--- src/rtl/clk_div_pkg.sv ---
// Shared constants and helpers for the programmable 50%-duty clock divider.
`timescale 1ns/1ps
package clk_div_pkg;

    localparam int unsigned DIV_MIN = 2;

    // High-time in whole source cycles: N/2 for even N, (N-1)/2 for odd N.
    function automatic int unsigned half_cnt(input int unsigned n);
        return n >> 1;
    endfunction

    function automatic logic is_odd(input int unsigned n);
        return n[0];
    endfunction

endpackage

--- src/rtl/clk_div_negsample.sv ---
// Falling-edge resample of the divider's posedge pulse; kept alone so the
// negedge domain is a single, easily reviewed flop.
`timescale 1ns/1ps
module clk_div_negsample (
    input  logic clk,
    input  logic rst_n,
    input  logic d,
    output logic q
);

    always_ff @(negedge clk or negedge rst_n) begin
        if (!rst_n) begin
            q <= 1'b0;
        end else begin
            q <= d;
        end
    end

endmodule

--- src/rtl/clk_divide_n.sv ---
// Runtime-programmable integer clock divider, 50% duty for even and odd N,
// with boundary-only ratio changes, clean stop/start and a phase-0 tick.
`timescale 1ns/1ps
module clk_divide_n
    import clk_div_pkg::*;
#(
    parameter int unsigned DIV_W       = 8,
    parameter int unsigned DIV_DEFAULT = 5
) (
    input  logic             clk,
    input  logic             rst_n,
    input  logic             en,
    input  logic [DIV_W-1:0] div_val,
    input  logic             div_load,
    output logic             div_busy,
    output logic             clk_out,
    output logic             tick
);

    typedef logic [DIV_W-1:0] div_t;

    localparam div_t DIV_RST   = div_t'(DIV_DEFAULT);
    localparam div_t DIV_FLOOR = div_t'(DIV_MIN);

    div_t phase_q;
    div_t div_act_q;
    div_t div_pend_q;
    logic run_q;
    logic pend_vld_q;
    logic odd_q;
    logic pos_q;
    logic neg_q;
    logic tick_q;

    div_t last_phase;
    div_t phase_next;
    div_t div_next;
    div_t half_next;
    div_t div_clamped;
    logic boundary;
    logic apply_pend;
    logic run_next;

    always_comb begin
        last_phase  = div_act_q - div_t'(1);
        boundary    = en && (!run_q || (phase_q == last_phase));
        apply_pend  = boundary && pend_vld_q;
        div_next    = apply_pend ? div_pend_q : div_act_q;
        run_next    = run_q;
        phase_next  = phase_q;
        if (boundary) begin
            run_next   = 1'b1;
            phase_next = '0;
        end else if (run_q) begin
            // Without en, the last phase of the period parks the counter at 0.
            if (phase_q == last_phase) begin
                run_next   = 1'b0;
                phase_next = '0;
            end else begin
                phase_next = phase_q + div_t'(1);
            end
        end
        half_next   = div_t'(half_cnt(32'(div_next)));
        div_clamped = (div_val < DIV_FLOOR) ? DIV_FLOOR : div_val;
    end

    always_ff @(posedge clk or negedge rst_n) begin
        if (!rst_n) begin
            phase_q    <= '0;
            run_q      <= 1'b0;
            div_act_q  <= DIV_RST;
            div_pend_q <= DIV_RST;
            pend_vld_q <= 1'b0;
            odd_q      <= is_odd(DIV_DEFAULT);
            pos_q      <= 1'b0;
            tick_q     <= 1'b0;
        end else begin
            phase_q   <= phase_next;
            run_q     <= run_next;
            div_act_q <= div_next;
            // Mode flag only moves at a boundary, where pos_q and neg_q are both low.
            odd_q     <= is_odd(32'(div_next));
            pos_q     <= run_next && (phase_next < half_next);
            tick_q    <= run_next && (phase_next == '0);
            if (div_load) begin
                div_pend_q <= div_clamped;
                pend_vld_q <= 1'b1;
            end else if (apply_pend) begin
                pend_vld_q <= 1'b0;
            end
        end
    end

    clk_div_negsample u_negsample (
        .clk   (clk),
        .rst_n (rst_n),
        .d     (pos_q),
        .q     (neg_q)
    );

    // Odd ratios stretch the high time by half a source cycle via the negedge copy.
    assign clk_out  = pos_q | (odd_q & neg_q);
    assign div_busy = pend_vld_q;
    assign tick     = tick_q;

endmodule

--- config.mk ---
export PLATFORM = sky130hd
export DESIGN_NAME = clk_divide_n
export DESIGN_NICKNAME = d
export VERILOG_FILES = /design/src/rtl/clk_div_pkg.sv /design/src/rtl/clk_div_negsample.sv /design/src/rtl/clk_divide_n.sv
export SDC_FILE = /design/constraint.sdc
export NUM_CORES = 1
export LEC_CHECK = 0
export CORE_ASPECT_RATIO = 1.25
export CORE_MARGIN = 4
export CORE_UTILIZATION = 52
export DETAILED_ROUTE_END_ITERATION = 10
export PLACE_DENSITY = 0.85
export SYNTH_ARGS = -nofsm -noshare
export SYNTH_HDL_FRONTEND = slang
export SYNTH_SLANG_ARGS = --single-unit
--- constraint.sdc ---
create_clock -name clk -period 3.2 [get_ports clk]
set_input_delay 0.32 -clock clk [delete_from_list [all_inputs] [get_ports clk]]
set_output_delay 0.32 -clock clk [all_outputs]
set_load 0.01 [all_outputs]
== After elaboration in Yosys (flattened, before gate mapping) ==
Index checks and enable logic that the tools add are counted.

* Bits of input ports: 12
* Bits in registers: 30
* Word-level logic and storage cells: 34

* $lt $le $gt $ge: 2
* Add/sub/neg operators: 2
* Multiplexer cells: 10
* Bitwise operators: 2
* Equality and inequality tests: 1
* Reduce and logical (&&, ||, !) cells: 8

{| class="wikitable"
|+ Operator list
! kind !! number
|-
| two-way mux 8 bit || 5
|-
| adder 8 x 1 -> 8 bit (second input constant) || 1
|-
| equality test 8 bit || 1
|-
| logical NOT 8 bit || 1
|-
| < comparator 8 x 2 -> 1 bit (second input constant) || 1
|-
| < comparator 8 x 7 -> 1 bit || 1
|-
| subtractor 8 x 1 -> 8 bit (second input constant) || 1
|-
| two-way mux 1 bit || 5
|-
| logical AND 1 bit || 4
|-
| nonzero test 2 bit || 1
|-
| bitwise AND 1 bit || 1
|-
| logical NOT 1 bit || 1
|-
| logical OR 1 bit || 1
|-
| OR 1 bit || 1
|}

== Longest topological paths before layout ==
Gate-level depths: netlist of run 1.

* Depth after elaboration: 8
* Depth in mapped cells: 19
* Mapped depth without buffers: 16

== Hierarchy ==
A second synthesis of run 1 with hierarchy kept.

* Cells, all modules: 181
* Area total of the unflattened synthesis: 1833.0 µm²

{| class="wikitable"
|+ By module, submodules not included
! module !! instances !! sequential area each (µm²) !! cells an instance !! area an instance (µm²)
|-
| clk_divide_n || 1 || 705.7 || 180 || 1808.0
|-
| clk_div_negsample || 1 || 25.0 || 1 || 25.0
|}

==> out/metrics.cfg, run 1 <==
[clock_tree]
clk_pin_slew_ns = 0.08
numCtsBuffers = 5
clock-sinks = 29
ctsHtreeMaxLevel = 2
cts_root_buf = clkbuf_8
clock_latency_ns = 0.29
cts_tree = yes
hold_buffers = 0
cts_buffer_depth = 2

[routing]
vias = 1457
ant_nets = 0
routedWlPerCell_um = 17.56
drc_errors = 0
via_per_inst = 5.851
drt-pass1-iter-count = 4
postRouteWirelength_mm = 4.372
initialDrtViolationCount = 29

[timing]
finalHoldViolations = 0
fmax_ghz = 0.2988
fin_skew_ns = 0.01146
finalSetupViolations = 1
slew_violations = 0
fin_crit_sh_pct = 104.6
rsz0062_at_grt = yes
timing.hold.ws_ns = 0.4713
relSlewSlack_pct = 69.97
period_needed_ns = 3.346
setup_slack_ns = -0.1463
worst_slew_pin_slew_ns = 0.4491

[synthesis]
synthTopCellsByArea = dfrtp_1, dfstp_2, ha_1, xnor2_1, mux2_2
synth-seq-cells = 29
postSynth.topFlopCell = dfrtp_1
ys_top_cells_by_count = dfrtp_1, nand2_1, nor2_1
synth_top_area_share_pct = 32.76
synth_top_area_cell = dfrtp_1
async_flop_share_pct = 100.0
synth.distinct_cells = 47
avgSynthCellArea_um2 = 10.13
seq_area_frac_synth_pct = 39.86
syn_area_um2 = 1833
syn-instance-count = 181
synth.most_common_cell = dfrtp_1
ys_warn_count = 0
synth-edff-count = 0
synth_fp_nets = 201

[run]
cap_violations = 0

[setup_path]
critPathKind = reg2reg
crit_path_end_kind = flop
critPathRequiredTime_ns = 3.39
max_stage_delay_ns = 0.57
critPathArrivalTime_ns = 3.53
worstSetupStartpointType = flop
cp_num_buf_inv = 1
rr_worst_depth = 14
reg2reg_slack_ns = -0.15
cp_cell_sequence = inv_2 -> ha_4 -> and3b_1 -> or4_4 -> nand3_2 -> o32ai_4 -> mux2i_2 -> ha_1 -> a211o_1 -> o22ai_2 -> o21ai_2 -> nand3b_1 -> mux2i_1 -> nor4_2
cpMaxStageDelayCell = dfstp_2
reg2reg_from = div_act_q[0]
r2r-end = pos_q
worst-path-max-fanout = 8
crit_family = simple AND/OR/NAND/NOR gates

[outcome]
status = complete, but fails checks
violations = setup timing

[pwr]
intPower_mw = 1.466
p_per_area_nw_per_um2 = 1132
comb_power_share_pct = 58.8
p_switching_mw = 1.104
leakagePower_nw = 0.9722
swShare_pct = 42.95
power_frac_seq_pct = 25.8
clkPwrFrac_pct = 15.3
vdd.ir_drop.worst_v = 0.0007402

[place]
routabilityCongestion = 0.8316
place_ws_ns = -0.2068
dp_hpwl_mm = 3.235
port_buffers = 14

[grt]
overflow = 0
grt.total_usage_pct = 21.80
grt_max_degree = 29
grt_pass1_wl_mm = 7.058
grt_antenna_before_repair = 0
grt_pass1_vias = 1529

[finish]
nNetsFinal = 231
antenna_cells = 0
fillCellCount = 223
synthToLayoutAreaGrowth_pct = 23.82
drive_gt1_share_pct = 29.25

[floorplan]
start_util_pct = 55.39
ios = 15
rows = 23
die_w_um = 61.11
fp.dieH_um = 74.38
core-area_um2 = 3309
dieArea_um2 = 4545

[worst_hold_path]
hp-class = in2async

-- cells in the final DEF, fill, tap and decap left out, types with 5 or more instances in the layout --
| cell | count |
|---|---|
| mux2_2 | 7 |
| clkdlybuf4s50_1 | 13 |
| inv_1 | 11 |
| ha_1 | 7 |
| nand3_1 | 5 |
| xnor2_1 | 8 |
| dfrtp_1 | 24 |
| buf_4 | 18 |
| xor2_1 | 5 |
| nand2_1 | 16 |
| mux2i_1 | 5 |
| nor2_1 | 13 |
| clkbuf_8 | 5 |
-- sequential cells by signal, summed over array words and instances, names as in the netlist --
signal,cells
div_pend_q,8
div_act_q,8
run_q,1
u_negsample.q,1
phase_q,8
tick,1
div_busy,1
pos_q,1
-- how the worst max path moves through the flow --
stage                       startpoint     to  slack, ns  cells after the start
after floorplan           div_act_q[0]  pos_q      -0.17                     17
after global placement    div_act_q[0]  pos_q      -0.05                     14
after detailed placement  div_act_q[0]  pos_q      -0.21                     14
after CTS                 div_act_q[2]  pos_q      -0.18                     12
after global routing      div_act_q[0]  pos_q      -0.28                     14
final                     div_act_q[0]  pos_q      -0.15                     14
-- layout make-up --
class                      instances  area, um2  share of cell area (%)
multi-input combinational        129       1044                   45.98
tap                               37      46.29                   2.040
timing repair buffer              33      285.3                   12.57
sequential                        29      730.7                   32.19
clock buffer                       5      68.82                   3.032
inverter                          13      48.80                   2.150
clock inverter                     3      46.29                   2.040
-- repair_timing --
item | in CTS | in global routing
pin swaps | 8 | 5
setup endpoints to repair | 2 | 1
gates resized for setup | 10 | 5
buffers inserted | 2 | 0
-- through the flow --
stage / total power, mW / util (%) / cells / TNS, ns / cell area (um2)
after floorplan: 1.621 / - / 181 / -0.1670 / 1843
after global placement: 1.899 / 62.76 / 239 / -0.05388 / 2077
after detailed placement: 1.967 / 62.76 / 239 / -0.2068 / 2077
after CTS: 2.503 / 67.86 / 249 / -0.1845 / 2246
after global routing: 2.742 / 68.58 / 249 / -0.2758 / 2270
final: 2.570 / 68.58 / 249 / -0.1463 / 2270
-- kinds of logic after synthesis --
logic type / share of synthesized area, %
DFF: 39.86
AOI/OAI and AO/OA: 14.06
adders and majority gates: 5.461
buffers and inverters: 6.484
xor gates and xnor gates: 7.167
muxes: 7.577
and+or+nand+nor: 19.39
-- power groups by stage --
| stage | Clock (mW) | Combinational, mW | Sequential [mW] |
|---|---|---|---|
| after floorplan | 0 | 1.03 | 0.590 |
| after global placement | 0 | 1.26 | 0.636 |
| after detailed placement | 0 | 1.32 | 0.647 |
| after CTS | 0.393 | 1.47 | 0.644 |
| after global routing | 0.412 | 1.65 | 0.681 |
| final | 0.394 | 1.51 | 0.663 |
-- metal layers --
metal | vias to the layer above | global-route usage (%) | share of wire, %
li1 | 700 | - | -
met1 | 703 | 24.29 | 39
met2 | 34 | 37.18 | 52
met3 | 20 | 5.035 | 3.2
met4 | 0 | 12.53 | 5.0
met5 | - | 0 | 0
(Power assumes the default switching activity.)
==> run 2: changes to the inputs <==
ABC_AREA = 1   (was not set)
CORE_UTILIZATION = 51   (was 52)
PLACE_DENSITY = 0.84   (was 0.85)
==> out/metrics.cfg, run 2 <==
[finish]
top_regs = div_act_q (8), div_pend_q (8), phase_q (8)
stdcell_area_um2 = 2033  ; -10%
register_area_um2 = 730.7  ; unchanged
nNetsFinal = 263  ; +14%
utilization_pct = 62.52  ; -6.1 points
final_cells = 281  ; +13%
synthToLayoutAreaGrowth_pct = 15.91
antenna_cells = 0  ; unchanged
drive_gt1_share_pct = 17.62  ; -12 points
layout_commonest_cell = nand2_1
fillCellCount = 289  ; +30%
multiInputGateArea_um2 = 873.3  ; -16%
final_cell_mix = nand2_1, dfrtp_1, inv_1

[floorplan]
rows = 23  ; unchanged
die_w_um = 60.46  ; -1.1%
start_util_pct = 53.94  ; -1.4 points
ios = 15  ; unchanged
dieArea_um2 = 4448  ; -2.1%
fp.dieH_um = 73.57  ; -1.1%
core-area_um2 = 3252  ; -1.7%

[synthesis]
avgSynthCellArea_um2 = 7.866  ; -22%
syn-instance-count = 223  ; +23%
synth-seq-cells = 29  ; unchanged
postSynth.topFlopCell = dfrtp_1
synth-edff-count = 0  ; unchanged
synthTopCellsByArea = dfrtp_1, nand2_1, dfstp_2, ha_1, nand3_1
synth.most_common_cell = nand2_1
ys_top_cells_by_count = nand2_1, dfrtp_1, inv_1
synth.distinct_cells = 31  ; -34%
synth_fp_nets = 243  ; +21%
seq_area_frac_synth_pct = 41.65  ; +1.8 points
synth_top_area_cell = dfrtp_1
ys_warn_count = 0  ; unchanged
syn_area_um2 = 1754  ; -4.3%
synth_top_area_share_pct = 34.24  ; +1.5 points
async_flop_share_pct = 100.0  ; unchanged

[grt]
grt_pass1_vias = 1503  ; -1.7%
grt_max_degree = 29  ; unchanged
grt_pass1_wl_mm = 6.375  ; -9.7%
grt_antenna_before_repair = 0  ; unchanged
grt.total_usage_pct = 19.81  ; -2.0 points
overflow = 0  ; unchanged

[clock_tree]
numCtsBuffers = 5  ; unchanged
clock_latency_ns = 0.29  ; about the same
hold_buffers = 0  ; unchanged
cts_resized = 1  ; -9
cts_root_buf = clkbuf_8
cts_setup_buffers = 0  ; -2
ctsHtreeMaxLevel = 2  ; unchanged
clk_pin_slew_ns = 0.06  ; -0.02 ns
clock-sinks = 29  ; unchanged
cts_tree = yes
cts_buffer_depth = 2  ; unchanged

[setup_path]
critPathArrivalTime_ns = 2.65  ; -0.88 ns
worstSetupStartpointType = flop
reg2reg_from = div_act_q[0]
critPathKind = reg2out
worst-path-max-fanout = 1  ; -7
reg2reg_slack_ns = 0.28  ; +0.43 ns
startpoint = u_negsample.q
critPathRequiredTime_ns = 2.88  ; -0.51 ns
rr_worst_depth = 17  ; +3
r2r-end = pos_q
crit_path_end_kind = primary output

[worst_hold_path]
hp-class = in2async

[place]
placedInstanceArea_um2 = 1933  ; -6.9%
port_buffers = 14  ; unchanged
placed_cells = 273  ; +14%
routabilityCongestion = 0.7940  ; -4.5%
dp_hpwl_mm = 2.848  ; -12%

[routing]
postRouteWirelength_mm = 3.626  ; -17%
vias = 1484  ; +1.9%
ant_nets = 0  ; unchanged
routedWlPerCell_um = 12.90  ; -27%
drt-pass1-iter-count = 4  ; unchanged
drc_errors = 0  ; unchanged
initialDrtViolationCount = 30  ; +3.4%
via_per_inst = 5.281  ; -9.7%

[timing]
slew_violations = 0  ; unchanged
finalHoldViolations = 0  ; unchanged
relSlewSlack_pct = 71.21  ; +1.2 points
worst_slew_pin_slew_ns = 0.4304  ; -0.01864 ns
fin_skew_ns = 0.009046  ; -0.002411 ns
rsz0062_at_grt = no
finalSetupViolations = 0  ; -1
finalSetupTns_ns = 0  ; +0.1463 ns

[pwr]
comb_power_share_pct = 5.3  ; -53 points
intPower_uw = 588.8  ; -60%
p_total_uw = 742.1  ; -71%
p_per_area_nw_per_um2 = 365.0  ; -68%
vdd.ir_drop.worst_v = 0.0003805  ; -49%
power_frac_seq_pct = 51.3  ; +26 points
clkPwrFrac_pct = 43.4  ; +28 points
p_switching_uw = 153.3  ; -86%
leakagePower_nw = 1.035  ; +6.4%
swShare_pct = 20.66  ; -22 points

[outcome]
status = finished, final reports clean

[run]
cap_violations = 0  ; unchanged

[run 2: cell types whose count changed after synthesis, moves of 4 or more]
cell / change
inv_1: +9
inv_2: +14
mux2_2: -7
mux2i_1: -6
nand2_1: +45
nand3_1: +13
o21ai_1: +4
o21ai_2: +5
xnor2_1: -8
[run 2: how the worst max path moves through the flow]
stage	cells past startpoint	to	slack, ns
after CTS	2	clk_out	0.23
after floorplan	19	pos_q	0.58
after detailed placement	2	clk_out	0.28
after global routing	17	pos_q	0.05
after global placement	2	clk_out	0.29
final	2	clk_out	0.23
[run 2: per-stage QoR]
| step | worst slack, ns | hold WS, ns |
|---|---|---|
| final | 0.2334 | 0.4727 |
| after global routing | 0.05278 | 0.5201 |
| after CTS | 0.2257 | 0.4875 |
| after detailed placement | 0.2802 | 0.4819 |
| after global placement | 0.2885 | 0.4620 |
| after floorplan | 0.5829 | 0.02441 |
[run 2: kinds of logic after synthesis]
group                    Yosys count  share of synthesized area, %
flip-flops                        29                         41.65
AND/OR/NAND/NOR                  115                         30.89
XOR/XNOR                          10                         4.993
adder cells (fa/ha/maj)            8                         5.706
AO/OA/AOI/OAI                     23                         8.203
buffers and inverters             38                         8.559
[run 2: power by group through the flow]
stage	combinational (mW)	clock, mW	sequential [mW]
6_report	0.0393	0.322	0.381
3_5_place_dp	0.0389	0	0.387
4_1_cts	0.0402	0.328	0.381
5_1_grt	0.0452	0.344	0.382
3_3_place_gp	0.0377	0	0.387
2_1_floorplan	0.0120	0	0.386
[run 2: per-layer routing]
layer	share of wire, %	track usage (%)	up-vias
met5	0	0	-
met4	4.8	12.53	0
met3	3.3	4.218	15
met2	55	36.54	34
met1	37	19.26	682
li1	-	-	753
[run 2: final cells by class]
| cell class | count | share of cell area [%] |
|---|---|---|
| Inverter | 36 | 6.646 |
| Clock inverter | 1 | 0.2462 |
| Clock buffer | 7 | 4.738 |
| Tap cell | 37 | 2.277 |
| Multi-Input combinational cell | 156 | 42.95 |
| Sequential cell | 29 | 35.94 |
| Timing Repair Buffer | 15 | 7.200 |
[run 2: critical path, cell delays in order, from the launching register on]
cell,delay (ns)
dfrtn_1,0.32
a21o_1,0.16
dlygate4sd2_1,0.27
==> run 3: changes to the inputs <==
CORE_UTILIZATION = 57   (was 51)
PLACE_DENSITY = 0.89   (was 0.84)
clock period = 3.8 ns   (was 3.2 ns; I/O delays follow)
==> out/metrics.cfg, run 3 (synthesis results as in run 2) <==
[outcome]
status = finished, final reports clean

[clock_tree]
hold_buffers = 0  ; unchanged
clock_latency_ns = 0.33  ; +0.04 ns
cts_tree = yes
numCtsBuffers = 5  ; unchanged
cts_root_buf = clkbuf_4
clock-sinks = 29  ; unchanged
cts_resized = 0  ; -1
cts_setup_buffers = 0  ; unchanged
ctsHtreeMaxLevel = 2  ; unchanged
clk_pin_slew_ns = 0.08  ; +0.02 ns
cts_buffer_depth = 2  ; unchanged

[setup_path]
critPathKind = reg2out
worst-path-max-fanout = 1  ; unchanged
critPathRequiredTime_ns = 3.42  ; +0.54 ns
rr_worst_depth = 18  ; +1
crit_path_end_kind = primary output
critPathArrivalTime_ns = 3.25  ; +0.60 ns
worstSetupStartpointType = flop

[timing]
finalSetupViolations = 0  ; unchanged
finalSetupTns_ns = 0  ; unchanged
timing.hold.ws_ns = 0.4915  ; +0.01886 ns
worst_slew_pin_slew_ns = 0.4310  ; +0.0005562 ns
fin_skew_ns = 0.009311  ; +0.0002657 ns
rsz0062_at_grt = no
relSlewSlack_pct = 71.05  ; -0.17 points
slew_violations = 0  ; unchanged
finalHoldViolations = 0  ; unchanged
setup_slack_ns = 0.1681  ; -0.06532 ns

[routing]
postRouteWirelength_mm = 3.533  ; -2.6%
ant_nets = 0  ; unchanged
vias = 1488  ; +0.27%
initialDrtViolationCount = 27  ; -10%
drc_errors = 0  ; unchanged
via_per_inst = 5.314  ; +0.63%
drt-pass1-iter-count = 5  ; +1
routedWlPerCell_um = 12.62  ; -2.2%

[finish]
stdcell_area_um2 = 2002  ; -1.5%
top_regs = div_act_q (8), div_pend_q (8), phase_q (8)
final_cell_mix = nand2_1, dfrtp_1, inv_1
antenna_cells = 0  ; unchanged
nNetsFinal = 263  ; unchanged
synthToLayoutAreaGrowth_pct = 14.12
layout_commonest_cell = nand2_1
utilization_pct = 67.97  ; +5.4 points
drive_gt1_share_pct = 17.62  ; unchanged
final_cells = 280  ; -0.36%

[grt]
overflow = 0  ; unchanged
grt_pass1_vias = 1442  ; -4.1%
grt.total_usage_pct = 19.65  ; -0.16 points
grt_pass1_wl_mm = 6.044  ; -5.2%
grt_max_degree = 29  ; unchanged
grt_antenna_before_repair = 0  ; unchanged

[pwr]
vdd.ir_drop.worst_v = 0.0002355  ; -38%
p_total_uw = 561.4  ; -24%
p_per_area_nw_per_um2 = 280.4  ; -23%
leakagePower_nw = 1.017  ; -1.7%

[floorplan]
fp.dieH_um = 70.03  ; -4.8%
die_w_um = 57.62  ; -4.7%
core-area_um2 = 2945  ; -9.4%
ios = 15  ; unchanged
start_util_pct = 59.56  ; +5.6 points
rows = 22  ; -4.3%
dieArea_um2 = 4035  ; -9.3%

[place]
routabilityCongestion = 0.8403  ; +5.8%
placedInstanceArea_um2 = 1932  ; about the same
dp_hpwl_mm = 2.929  ; +2.8%
place_ws_ns = 0.5111  ; +0.2310 ns
port_buffers = 14  ; unchanged
placed_cells = 272  ; -0.37%

[worst_hold_path]
hp-class = reg2reg
holdPathStages = 2

[run]
cap_violations = 0  ; unchanged

## run 3: changes by cell type in the layout (fill, tap and decap cells not counted)
| cell | before | now |
|---|---|---|
| clkbuf_4 | 0 | 5 |
| clkbuf_8 | 7 | 2 |
| clkdlybuf4s50_1 | 13 | 14 |
| dlygate4sd2_1 | 1 | 0 |
## run 3: per-layer routing
layer,vias up,global-route usage [%],routed length (um)
met1,697,19.62,1290
met3,12,4.991,106
met2,29,37.06,2026
met5,-,0,0
li1,750,-,-
met4,0,7.990,111
## run 3: critical path, stage by stage (launching register included)
cell             delay (ns)
dfrtn_1                0.40
a21o_1                 0.11
clkdlybuf4s50_1        0.52
## run 3: layout make-up
cell class / count / area (um2)
Multi-Input combinational cell: 156 / 873.3
Sequential cell: 29 / 730.7
Clock buffer: 7 / 65.06
Timing Repair Buffer: 15 / 147.6
Tap cell: 36 / 45.04
Inverter: 36 / 135.1
Fill cell: 221 / 943.4
Clock inverter: 1 / 5.005
## run 3: path summary, 6_finish.rpt
check | from | slack (ns) | endpoint
min in group asynchronous | rst_n | 0.50 | run_q
setup / recovery | u_negsample.q | 0.17 | clk_out
hold reg to reg | div_pend_q[6] | 0.49 | div_pend_q[6]
hold / removal | div_pend_q[6] | 0.49 | div_pend_q[6]
setup reg to reg | div_act_q[0] | 0.84 | pos_q
max in group asynchronous | rst_n | 1.63 | u_negsample.q
## run 3: report_power, final
group	leakage (nW)	switching [mW]	internal, mW
clock	0.0413	0.103	0.107
sequential	0.331	0.00241	0.317
combinational	0.645	0.0175	0.0145
total	1.02	0.122	0.439
